**src/rtl/csr_machine_pkg.sv**
```systemverilog
// Shared definitions for csr_machine: CSR addresses, trap cause codes,
// mstatus/mip bit positions, csr_op encodings and small decode helpers.
package csr_machine_pkg;

    typedef enum logic [1:0] {
        CSR_OP_NONE = 2'b00,
        CSR_OP_RW   = 2'b01,
        CSR_OP_RS   = 2'b10,
        CSR_OP_RC   = 2'b11
    } csr_op_e;

    localparam logic [11:0] CSR_MSTATUS       = 12'h300;
    localparam logic [11:0] CSR_MISA          = 12'h301;
    localparam logic [11:0] CSR_MIE           = 12'h304;
    localparam logic [11:0] CSR_MTVEC         = 12'h305;
    localparam logic [11:0] CSR_MCOUNTINHIBIT = 12'h320;
    localparam logic [11:0] CSR_MSCRATCH      = 12'h340;
    localparam logic [11:0] CSR_MEPC          = 12'h341;
    localparam logic [11:0] CSR_MCAUSE        = 12'h342;
    localparam logic [11:0] CSR_MTVAL         = 12'h343;
    localparam logic [11:0] CSR_MIP           = 12'h344;
    localparam logic [11:0] CSR_MCYCLE        = 12'hB00;
    localparam logic [11:0] CSR_MINSTRET      = 12'hB02;
    localparam logic [11:0] CSR_MHPMCOUNTER3  = 12'hB03;
    localparam logic [11:0] CSR_MVENDORID     = 12'hF11;
    localparam logic [11:0] CSR_MARCHID       = 12'hF12;
    localparam logic [11:0] CSR_MIMPID        = 12'hF13;
    localparam logic [11:0] CSR_MHARTID       = 12'hF14;

    localparam logic [3:0] CAUSE_ILLEGAL_INST = 4'd2;
    localparam logic [3:0] IRQ_CODE_MSI       = 4'd3;
    localparam logic [3:0] IRQ_CODE_MTI       = 4'd7;
    localparam logic [3:0] IRQ_CODE_MEI       = 4'd11;

    localparam int unsigned MSTATUS_MIE  = 3;
    localparam int unsigned MSTATUS_MPIE = 7;
    localparam int unsigned MIP_MSIP     = 3;
    localparam int unsigned MIP_MTIP     = 7;
    localparam int unsigned MIP_MEIP     = 11;

    function automatic logic csr_is_read_only(input logic [11:0] idx);
        return idx[11:10] == 2'b11;
    endfunction

    // RS/RC with an x0/zero-immediate operand are pure reads.
    function automatic logic csr_op_writes(input csr_op_e op, input logic rs1_zero);
        return (op == CSR_OP_RW) || (((op == CSR_OP_RS) || (op == CSR_OP_RC)) && !rs1_zero);
    endfunction

endpackage

```
**src/rtl/csr_machine_if.sv**
```systemverilog
// Retire-side CSR access / trap redirect bundle between the commit stage
// (master) and csr_machine (slave).
interface csr_machine_if #(
    parameter int unsigned XLEN = 64
);
    logic            inst_valid;
    logic [11:0]     csr_index;
    logic [1:0]      csr_op;
    logic [XLEN-1:0] csr_wdata;
    logic            csr_rs1_zero;
    logic [XLEN-1:0] inst_addr;
    logic            exc_valid;
    logic [3:0]      exc_cause;
    logic [XLEN-1:0] exc_tval;
    logic            inst_mret;
    logic [XLEN-1:0] csr_rdata;
    logic            trap_take;
    logic [XLEN-1:0] trap_pc;

    modport master (
        output inst_valid, csr_index, csr_op, csr_wdata, csr_rs1_zero, inst_addr,
               exc_valid, exc_cause, exc_tval, inst_mret,
        input  csr_rdata, trap_take, trap_pc
    );

    modport slave (
        input  inst_valid, csr_index, csr_op, csr_wdata, csr_rs1_zero, inst_addr,
               exc_valid, exc_cause, exc_tval, inst_mret,
        output csr_rdata, trap_take, trap_pc
    );
endinterface

```
**src/rtl/csr_machine_counter.sv**
```systemverilog
// XLEN-wide machine counter: inhibit gate, increment strobe, explicit write
// override and natural wrap to zero.
module csr_machine_counter #(
    parameter int unsigned XLEN = 64
) (
    input  logic            clk,
    input  logic            rst,
    input  logic            inhibit,
    input  logic            inc,
    input  logic            wr_en,
    input  logic [XLEN-1:0] wr_data,
    output logic [XLEN-1:0] value
);
    localparam logic [XLEN-1:0] ONE = XLEN'(1);

    logic [XLEN-1:0] value_q, value_d;

    always_comb begin
        value_d = value_q;
        if (wr_en) begin
            value_d = wr_data;
        end else if (inc && !inhibit) begin
            value_d = value_q + ONE;
        end
    end

    always_ff @(posedge clk) begin
        if (rst) begin
            value_q <= '0;
        end else begin
            value_q <= value_d;
        end
    end

    assign value = value_q;

endmodule

```
**src/rtl/csr_machine.sv**
```systemverilog
// Machine-mode CSR unit with trap entry/return, vectored mtvec and counters.
// Optional `CSR_DIFFTEST_EN exposes live CSR state and a counter-read skip flag.
module csr_machine
    import csr_machine_pkg::*;
#(
    parameter int unsigned XLEN    = 64,
    parameter int unsigned NUM_HPM = 2,
    parameter int unsigned HART_ID = 0
) (
    input  logic                                    clk,
    input  logic                                    rst,
    csr_machine_if.slave                            bus,
    input  logic                                    irq_meip,
    input  logic                                    irq_msip,
    input  logic                                    irq_mtip,
    input  logic [((NUM_HPM > 0) ? NUM_HPM : 1)-1:0] hpm_event,
    output logic                                    irq_pending
`ifdef CSR_DIFFTEST_EN
    ,
    output logic [XLEN-1:0]                         mstatus,
    output logic [XLEN-1:0]                         mtvec,
    output logic [XLEN-1:0]                         mepc,
    output logic [XLEN-1:0]                         mcause,
    output logic [XLEN-1:0]                         mtval,
    output logic [XLEN-1:0]                         mip,
    output logic [XLEN-1:0]                         mie,
    output logic [XLEN-1:0]                         mscratch,
    output logic                                    csr_skip
`endif
);
    localparam int unsigned     HPM_W       = (NUM_HPM > 0) ? NUM_HPM : 1;
    localparam logic [XLEN-1:0] MISA_VAL    = {((XLEN == 64) ? 2'b10 : 2'b01), {(XLEN-11){1'b0}}, 1'b1, 8'h00};
    localparam logic [XLEN-1:0] MIE_MASK    = XLEN'(12'h888);
    localparam logic [XLEN-1:0] CNTINH_MASK = XLEN'((((64'd1 << NUM_HPM) - 64'd1) << 3) | 64'd5);
    localparam logic [XLEN-1:0] ALIGN4_MASK = ~XLEN'(3);

    csr_op_e         op;
    logic            mstatus_mie_q, mstatus_mie_d;
    logic            mstatus_mpie_q, mstatus_mpie_d;
    logic [XLEN-1:0] mie_q, mie_d, mip_q, mip_d, mtvec_q, mtvec_d;
    logic [XLEN-1:0] mscratch_q, mscratch_d, mepc_q, mepc_d;
    logic [XLEN-1:0] mcause_q, mcause_d, mtval_q, mtval_d;
    logic [XLEN-1:0] mcountinhibit_q, mcountinhibit_d;

    logic [XLEN-1:0] mstatus_rd, mcycle_val, minstret_val, rdata, wval, pend;
    logic [XLEN-1:0] hpm_val [HPM_W];
    logic            csr_impl, hpm_hit, csr_write, illegal, exception, interrupt;
    logic            trap_entry, mret_take, csr_we, retire;
    logic            mcycle_we, minstret_we;
    logic [3:0]      trap_code, irq_code;

    assign op = csr_op_e'(bus.csr_op);

    always_comb begin
        mstatus_rd               = '0;
        mstatus_rd[12:11]        = 2'b11;
        mstatus_rd[MSTATUS_MPIE] = mstatus_mpie_q;
        mstatus_rd[MSTATUS_MIE]  = mstatus_mie_q;
    end

    // Read decode; unknown addresses clear csr_impl and become illegal.
    always_comb begin
        rdata    = '0;
        csr_impl = 1'b1;
        hpm_hit  = 1'b0;
        case (bus.csr_index)
            CSR_MSTATUS:       rdata = mstatus_rd;
            CSR_MISA:          rdata = MISA_VAL;
            CSR_MIE:           rdata = mie_q;
            CSR_MTVEC:         rdata = mtvec_q;
            CSR_MCOUNTINHIBIT: rdata = mcountinhibit_q;
            CSR_MSCRATCH:      rdata = mscratch_q;
            CSR_MEPC:          rdata = mepc_q;
            CSR_MCAUSE:        rdata = mcause_q;
            CSR_MTVAL:         rdata = mtval_q;
            CSR_MIP:           rdata = mip_q;
            CSR_MCYCLE:        rdata = mcycle_val;
            CSR_MINSTRET:      rdata = minstret_val;
            CSR_MVENDORID, CSR_MARCHID, CSR_MIMPID: rdata = '0;
            CSR_MHARTID:       rdata = XLEN'(HART_ID);
            default: begin
                csr_impl = 1'b0;
                for (int unsigned i = 0; i < NUM_HPM; i++) begin
                    if (bus.csr_index == CSR_MHPMCOUNTER3 + 12'(i)) begin
                        rdata    = hpm_val[i];
                        csr_impl = 1'b1;
                        hpm_hit  = 1'b1;
                    end
                end
            end
        endcase
    end

    always_comb begin
        csr_write = csr_op_writes(op, bus.csr_rs1_zero);
        illegal   = bus.inst_valid && (op != CSR_OP_NONE) &&
                    (!csr_impl || (csr_is_read_only(bus.csr_index) && csr_write));
        exception = bus.inst_valid && (bus.exc_valid || illegal);
        pend        = mip_q & mie_q;
        irq_pending = (|pend) && mstatus_mie_q;
        interrupt   = bus.inst_valid && !exception && irq_pending;
        if (pend[MIP_MEIP])      irq_code = IRQ_CODE_MEI;
        else if (pend[MIP_MSIP]) irq_code = IRQ_CODE_MSI;
        else                     irq_code = IRQ_CODE_MTI;
        trap_code   = exception ? (bus.exc_valid ? bus.exc_cause : CAUSE_ILLEGAL_INST) : irq_code;
        trap_entry  = exception || interrupt;
        mret_take   = bus.inst_valid && bus.inst_mret && !trap_entry;
        retire      = bus.inst_valid && !trap_entry;
        csr_we      = retire && !bus.inst_mret && csr_write;
        mcycle_we   = csr_we && (bus.csr_index == CSR_MCYCLE);
        minstret_we = csr_we && (bus.csr_index == CSR_MINSTRET);
        case (op)
            CSR_OP_RS: wval = rdata | bus.csr_wdata;
            CSR_OP_RC: wval = rdata & ~bus.csr_wdata;
            default:   wval = bus.csr_wdata;
        endcase
    end

    // Vector offset applies to interrupts only; exceptions always land on BASE.
    always_comb begin
        bus.csr_rdata = rdata;
        bus.trap_take = trap_entry || mret_take;
        bus.trap_pc   = '0;
        if (trap_entry) begin
            bus.trap_pc = mtvec_q & ALIGN4_MASK;
            if (mtvec_q[0] && interrupt) begin
                bus.trap_pc = (mtvec_q & ALIGN4_MASK) + {{(XLEN-6){1'b0}}, irq_code, 2'b00};
            end
        end else if (mret_take) begin
            bus.trap_pc = mepc_q;
        end
    end

    always_comb begin
        mstatus_mie_d   = mstatus_mie_q;
        mstatus_mpie_d  = mstatus_mpie_q;
        mie_d           = mie_q;
        mtvec_d         = mtvec_q;
        mscratch_d      = mscratch_q;
        mepc_d          = mepc_q;
        mcause_d        = mcause_q;
        mtval_d         = mtval_q;
        mcountinhibit_d = mcountinhibit_q;
        mip_d           = '0;
        mip_d[MIP_MEIP] = irq_meip;
        mip_d[MIP_MSIP] = irq_msip;
        mip_d[MIP_MTIP] = irq_mtip;
        if (trap_entry) begin
            mepc_d         = bus.inst_addr & ALIGN4_MASK;
            mcause_d       = {interrupt, {(XLEN-5){1'b0}}, trap_code};
            mtval_d        = (exception && bus.exc_valid) ? bus.exc_tval : '0;
            mstatus_mpie_d = mstatus_mie_q;
            mstatus_mie_d  = 1'b0;
        end else if (mret_take) begin
            mstatus_mie_d  = mstatus_mpie_q;
            mstatus_mpie_d = 1'b1;
        end else if (csr_we) begin
            case (bus.csr_index)
                CSR_MSTATUS: begin
                    mstatus_mie_d  = wval[MSTATUS_MIE];
                    mstatus_mpie_d = wval[MSTATUS_MPIE];
                end
                CSR_MIE:           mie_d           = wval & MIE_MASK;
                CSR_MTVEC:         mtvec_d         = {wval[XLEN-1:2], 1'b0, wval[0]};
                CSR_MSCRATCH:      mscratch_d      = wval;
                CSR_MEPC:          mepc_d          = wval & ALIGN4_MASK;
                CSR_MCAUSE:        mcause_d        = wval;
                CSR_MTVAL:         mtval_d         = wval;
                CSR_MCOUNTINHIBIT: mcountinhibit_d = wval & CNTINH_MASK;
                default: ;
            endcase
        end
    end

    always_ff @(posedge clk) begin
        if (rst) begin
            mstatus_mie_q   <= 1'b0;
            mstatus_mpie_q  <= 1'b0;
            mie_q           <= '0;
            mip_q           <= '0;
            mtvec_q         <= '0;
            mscratch_q      <= '0;
            mepc_q          <= '0;
            mcause_q        <= '0;
            mtval_q         <= '0;
            mcountinhibit_q <= '0;
        end else begin
            mstatus_mie_q   <= mstatus_mie_d;
            mstatus_mpie_q  <= mstatus_mpie_d;
            mie_q           <= mie_d;
            mip_q           <= mip_d;
            mtvec_q         <= mtvec_d;
            mscratch_q      <= mscratch_d;
            mepc_q          <= mepc_d;
            mcause_q        <= mcause_d;
            mtval_q         <= mtval_d;
            mcountinhibit_q <= mcountinhibit_d;
        end
    end

    csr_machine_counter #(.XLEN(XLEN)) u_mcycle (
        .clk     (clk),
        .rst     (rst),
        .inhibit (mcountinhibit_q[0]),
        .inc     (1'b1),
        .wr_en   (mcycle_we),
        .wr_data (wval),
        .value   (mcycle_val)
    );

    csr_machine_counter #(.XLEN(XLEN)) u_minstret (
        .clk     (clk),
        .rst     (rst),
        .inhibit (mcountinhibit_q[2]),
        .inc     (retire),
        .wr_en   (minstret_we),
        .wr_data (wval),
        .value   (minstret_val)
    );

    for (genvar i = 0; i < NUM_HPM; i++) begin : g_hpm
        logic we;
        always_comb we = csr_we && (bus.csr_index == CSR_MHPMCOUNTER3 + 12'(i));
        csr_machine_counter #(.XLEN(XLEN)) u_hpm (
            .clk     (clk),
            .rst     (rst),
            .inhibit (mcountinhibit_q[3+i]),
            .inc     (hpm_event[i]),
            .wr_en   (we),
            .wr_data (wval),
            .value   (hpm_val[i])
        );
    end

`ifdef CSR_DIFFTEST_EN
    always_comb begin
        mstatus  = mstatus_rd;
        mtvec    = mtvec_q;
        mepc     = mepc_q;
        mcause   = mcause_q;
        mtval    = mtval_q;
        mip      = mip_q;
        mie      = mie_q;
        mscratch = mscratch_q;
        csr_skip = (bus.csr_index == CSR_MCYCLE) || (bus.csr_index == CSR_MINSTRET) || hpm_hit;
    end
`endif

endmodule

```
**src/flat_wrapper.sv**
```systemverilog
// flat-port wrapper written by rule: the top's interface ports become plain ports
module csr_machine_flat import csr_machine_pkg::*;
#(
    parameter int unsigned XLEN    = 64,
    parameter int unsigned NUM_HPM = 2,
    parameter int unsigned HART_ID = 0
)
  (clk, rst, irq_meip, irq_msip, irq_mtip, hpm_event, irq_pending, bus_inst_valid, bus_csr_index, bus_csr_op, bus_csr_wdata, bus_csr_rs1_zero, bus_inst_addr, bus_exc_valid, bus_exc_cause, bus_exc_tval, bus_inst_mret, bus_csr_rdata, bus_trap_take, bus_trap_pc);
  csr_machine_if #(.XLEN(XLEN)) bus_i ();
  input  logic clk;
  input  logic rst;
  input  logic irq_meip;
  input  logic irq_msip;
  input  logic irq_mtip;
  input  logic [((NUM_HPM > 0) ? NUM_HPM : 1)-1:0] hpm_event;
  output logic irq_pending;
  input wire logic [$bits(bus_i.inst_valid)-1:0] bus_inst_valid;
  input wire logic [$bits(bus_i.csr_index)-1:0] bus_csr_index;
  input wire logic [$bits(bus_i.csr_op)-1:0] bus_csr_op;
  input wire logic [$bits(bus_i.csr_wdata)-1:0] bus_csr_wdata;
  input wire logic [$bits(bus_i.csr_rs1_zero)-1:0] bus_csr_rs1_zero;
  input wire logic [$bits(bus_i.inst_addr)-1:0] bus_inst_addr;
  input wire logic [$bits(bus_i.exc_valid)-1:0] bus_exc_valid;
  input wire logic [$bits(bus_i.exc_cause)-1:0] bus_exc_cause;
  input wire logic [$bits(bus_i.exc_tval)-1:0] bus_exc_tval;
  input wire logic [$bits(bus_i.inst_mret)-1:0] bus_inst_mret;
  output wire logic [$bits(bus_i.csr_rdata)-1:0] bus_csr_rdata;
  output wire logic [$bits(bus_i.trap_take)-1:0] bus_trap_take;
  output wire logic [$bits(bus_i.trap_pc)-1:0] bus_trap_pc;
  assign bus_i.inst_valid = bus_inst_valid;
  assign bus_i.csr_index = bus_csr_index;
  assign bus_i.csr_op = bus_csr_op;
  assign bus_i.csr_wdata = bus_csr_wdata;
  assign bus_i.csr_rs1_zero = bus_csr_rs1_zero;
  assign bus_i.inst_addr = bus_inst_addr;
  assign bus_i.exc_valid = bus_exc_valid;
  assign bus_i.exc_cause = bus_exc_cause;
  assign bus_i.exc_tval = bus_exc_tval;
  assign bus_i.inst_mret = bus_inst_mret;
  assign bus_csr_rdata = bus_i.csr_rdata;
  assign bus_trap_take = bus_i.trap_take;
  assign bus_trap_pc = bus_i.trap_pc;
  csr_machine #(.XLEN(XLEN), .NUM_HPM(NUM_HPM), .HART_ID(HART_ID)) u_core (.clk(clk), .rst(rst), .bus(bus_i), .irq_meip(irq_meip), .irq_msip(irq_msip), .irq_mtip(irq_mtip), .hpm_event(hpm_event), .irq_pending(irq_pending));
endmodule
```
**config.mk**
```make
export PLATFORM = sky130hd
export DESIGN_NAME = csr_machine_flat
export DESIGN_NICKNAME = d
export VERILOG_FILES = /design/src/rtl/csr_machine_pkg.sv /design/src/rtl/csr_machine_if.sv /design/src/rtl/csr_machine_counter.sv /design/src/rtl/csr_machine.sv /design/src/flat_wrapper.sv
export SDC_FILE = /design/constraint.sdc
export NUM_CORES = 2
export LEC_CHECK = 0
export ABC_AREA = 1
export BUFFER_PORTS_ARGS = -buffer_cell sky130_fd_sc_hd__buf_2
export CAP_MARGIN = 20
export CELL_PAD_IN_SITES_DETAIL_PLACEMENT = 1
export CELL_PAD_IN_SITES_GLOBAL_PLACEMENT = 1
export CORE_ASPECT_RATIO = 0.5
export CORE_UTILIZATION = 30
export DETAILED_ROUTE_END_ITERATION = 10
export HOLD_SLACK_MARGIN = 0.02
export PLACE_DENSITY = 0.7
export RECOVER_POWER = 50
export SYNTH_ARGS = -nofsm -noshare
export SYNTH_HDL_FRONTEND = slang
export SYNTH_HIERARCHICAL = 1
export SYNTH_SLANG_ARGS = --single-unit
```
**constraint.sdc**
```tcl
create_clock -name clk -period 3.75 [get_ports clk]
set_input_delay 0.75 -clock clk [delete_from_list [all_inputs] [get_ports clk]]
set_output_delay 0.75 -clock clk [all_outputs]
set_load 0.02 [all_outputs]
```
==> flow_metrics.env <==
export IMPL_clkPwrFrac=0.440
export IMPL_cap_viol_max_count=1
export IMPL_syn_area_per_cell_um2=5.655
export IMPL_critical_path_class="register to output pin"
export IMPL_dr_first_iter_drc_count=7512
export IMPL_core_area_um2=138400
export IMPL_power_density_nw_per_um2=288.0
export IMPL_grtUsageMet1=0.5217
export IMPL_required_ns=3.00
export IMPL_first_pass_iters=9
export IMPL_grt_overflow_total=0
export IMPL_switching_share=0.3187
export IMPL_setup_ws_ns=-0.4899
export IMPL_p_comb_frac=0.161
export IMPL_crit_path_start_kind="register"
export IMPL_peakVddDrop_mv=0.2467
export IMPL_drc_errors=24
export IMPL_drv_slew=48
export IMPL_async_reset_ff_frac=0
export IMPL_setup_viol=360
export IMPL_netlist_area_um2=42190
export IMPL_place_hpwl_um=225400
export IMPL_power_internal_w=0.01098
export IMPL_antenna_found_initial=24
export IMPL_grtUsageTotal=0.3850
export IMPL_cts_tree="yes"
export IMPL_hold_class="primary input to register"
export IMPL_layout_cells_non_filler=10128
export IMPL_post_route_period_util=1.131
export IMPL_cts_buffers=66
export IMPL_vias=57146
export IMPL_crit_path_end_kind="output pin"
export IMPL_fin_nets=8438
export IMPL_cp_num_cells=17
export IMPL_rsz0062_at_grt="yes"
export IMPL_crit_buf_inv=7
export IMPL_critPathTopFamily="buffers and inverters"
export IMPL_power_frac_seq=0.399
export IMPL_layout_commonest_cell="nand2_1"
export IMPL_cp_slowest_cell="ha_4"
export IMPL_cp_arrival_ns=3.49
export IMPL_hold_depth=3
export IMPL_place_gp_congestion=1.051
export IMPL_violations="design-rule violations, max-capacitance violations, max-slew violations, negative setup slack"
export IMPL_fin_setup_tns_ns=-38.78
export IMPL_port_buffers=346
export IMPL_synth_edf_count=0
export IMPL_area_growth_pct=32.64
export IMPL_hold_viol=0
export IMPL_met3_usage=0.1095
export IMPL_path_clk_slew_ns=0.06
export IMPL_grt_pass1_vias=53533
export IMPL_chipWidth_um=532.3
export IMPL_io_pins=351
export IMPL_p_leak_nw=23.51
export IMPL_wl_per_cell_um=28.14
export IMPL_drive_above_1_share=0.1998
export IMPL_clkLatencyLatePin_ns=0.71
export IMPL_grt_pass1_wl_um=393600
export IMPL_cpMostUsedCell="buf_6"
export IMPL_fillers=18488
export IMPL_fmax_mhz=235.9
export IMPL_cp_max_fo=4
export IMPL_reg2reg_depth=22
export IMPL_critPathMaxStageDelay_ns=0.36
export IMPL_die_h_um=267.2
export IMPL_ys_types=59
export IMPL_postLayoutCoreUtil=0.4044
export IMPL_yosys_warnings=6
export IMPL_cts_htree_levels=3
export IMPL_min_period_ns=4.240
export IMPL_cts_path_max_buffers=3
export IMPL_fin_total_pwr_w=0.01612
export IMPL_finalClockSkew_ns=0.03819
export IMPL_ant_nets=0
export IMPL_dp_slack_ns=-0.4157
export IMPL_synth_ff_type="dfxtp_1"
export IMPL_outcome="finished with violations"
export IMPL_clock_root_buffer="clkbuf_16"
export IMPL_floorplan_initialDensity=0.3049
export IMPL_dieArea_um2=142200
export IMPL_rows=96
export IMPL_yosysSeqAreaShare=0.2776
export IMPL_place_inst=9944
export IMPL_mostFrequentLayoutCells="nand2_1 (2290), nor2_1 (1302), inv_1 (716)"
export IMPL_cts_hold_buffers_added=0
export IMPL_clkSinkCount=585
export IMPL_grtUsageMet2=0.5739
export IMPL_ys_seq_elements=585
export IMPL_wl_um=285000
export IMPL_crit_path_cell_trace="nand2_2 -> buf_6 -> clkinvlp_4 -> ha_4 -> buf_6 -> nand2_4 -> a21oi_4 -> inv_2 -> buf_4 -> nor2_4 -> buf_6 -> nand4_1 -> xor2_1 -> o21ai_2 -> nand2_1 -> o21ai_2 -> buf_6"
export IMPL_tightestPinTransition_ns=3.517
export IMPL_avgViaCountPerCell=5.642
export IMPL_switchingPower_w=0.005136
export IMPL_relSlewSlack=-1.345
export IMPL_grt_max_degree=130
export IMPL_top_usage_layer="met2"
export IMPL_syn_instance_count=7461
## flip-flops by register name, summed over array words and instances (netlist names)
| name | cells |
|---|---|
| u_core/mepc_q | 62 |
| u_core/mie_q | 3 |
| u_core/mtval_q | 64 |
| u_core/g_hpm.u_hpm/value | 128 |
| u_core/mcountinhibit_q | 4 |
| u_core/u_minstret/value | 64 |
| u_core/mcause_q | 64 |
| u_core/mstatus_mpie_q | 1 |
| u_core/u_mcycle/value | 64 |
| u_core/mstatus_mie_q | 1 |
| u_core/mtvec_q | 63 |
| u_core/mip_q | 3 |
| u_core/mscratch_q | 64 |
## power groups by stage
stage | clock [W] | combinational, W | sequential (W)
final | 0.00709 | 0.00259 | 0.00644
after global routing | 0.00733 | 0.00266 | 0.00644
after CTS | 0.00709 | 0.00246 | 0.00643
after detailed placement | 0 | 0.00241 | 0.00657
after global placement | 0 | 0.00238 | 0.00657
after floorplan | 0 | 0.000973 | 0.00654
## logic make-up (layout without fill, tap and decap cells)
family | count (synthesis) | count (layout) | share of synthesized area
buffers and inverters | 1127 | 1924 | 0.1050
AND/OR/NAND/NOR | 4575 | 4575 | 0.4564
flip-flops | 585 | 585 | 0.2776
XOR/XNOR | 64 | 64 | 0.01329
adder cells (fa/ha/maj) | 7 | 7 | 0.002076
AO/OA/AOI/OAI | 1101 | 1101 | 0.1454
other | 2 | 10 | 0.0001780
## path summary, 6_finish.rpt
kind	end	from	slack [ns]
max reg2reg	u_core/u_minstret/value[62]$_SDFFE_PP0P_	u_core/mip_q[11]$_SDFF_PP0_	0.45
min reg2reg	u_core/mcause_q[35]$_SDFFE_PP0P_	u_core/mcause_q[35]$_SDFFE_PP0P_	0.48
max	bus_trap_pc[47]	u_core/mip_q[11]$_SDFF_PP0_	-0.49
min	u_core/mip_q[7]$_SDFF_PP0_	irq_mtip	0.28
## metrics by stage
step                      hold WS, ns  area (um^2)
after floorplan                0.4379        42190
after global placement         0.4549        51180
after detailed placement       0.4676        51180
after CTS                      0.2478        54410
after global routing           0.2814        55940
final                          0.2805        55960
## layout make-up
cell class	count	area [um^2]	share of cell area
clock buffer	97	1948	0.03481
inverter	778	2983	0.05330
antenna	7	17.52	0.0003130
sequential	585	11720	0.2093
tap	1862	2330	0.04163
timing repair buffer	1029	9375	0.1675
multi-input combinational	5750	27360	0.4889
clock inverter	20	235.2	0.004203
## metal layers
layer,vias up,wire length (um)
li1,25257,-
met1,28103,119800
met2,3187,117300
met3,591,35680
met4,8,12150
met5,-,45
## cell usage after synthesis, drive strengths merged, types with 14 or more instances
| cell | n | area, um^2 |
|---|---|---|
| a31oi | 70 | 437.9 |
| a22oi | 24 | 180.2 |
| o21bai | 21 | 157.7 |
| a22o | 14 | 122.6 |
| nor3 | 57 | 305.3 |
| nand2 | 2406 | 9256 |
| buf | 145 | 743.2 |
| dfxtp | 585 | 11710 |
| nor2 | 1471 | 6135 |
| o21ai | 592 | 2978 |
| o2111ai | 17 | 148.9 |
| nand3 | 422 | 2160 |
| inv | 773 | 2902 |
| o22ai | 30 | 187.7 |
| a21oi | 262 | 1338 |
| xor2 | 54 | 473.0 |
| nand3b | 18 | 135.1 |
| nand4 | 170 | 1064 |
| clkbuf | 204 | 767.0 |
## worst min-delay path: stages
cell and delay, ns:
buf_2 0.08, inv_1 0.03, nor2_1 0.07
## timing repair
| item | 4_1_cts | 5_1_grt |
|---|---|---|
| pin swaps | 61 | 74 |
| gates cloned | 2 | 6 |
| gates resized for setup | 293 | 332 |
| setup buffers | 20 | 40 |
| setup endpoints to repair | 109 | 114 |
Note: power is estimated with default switching activity, not from simulation.
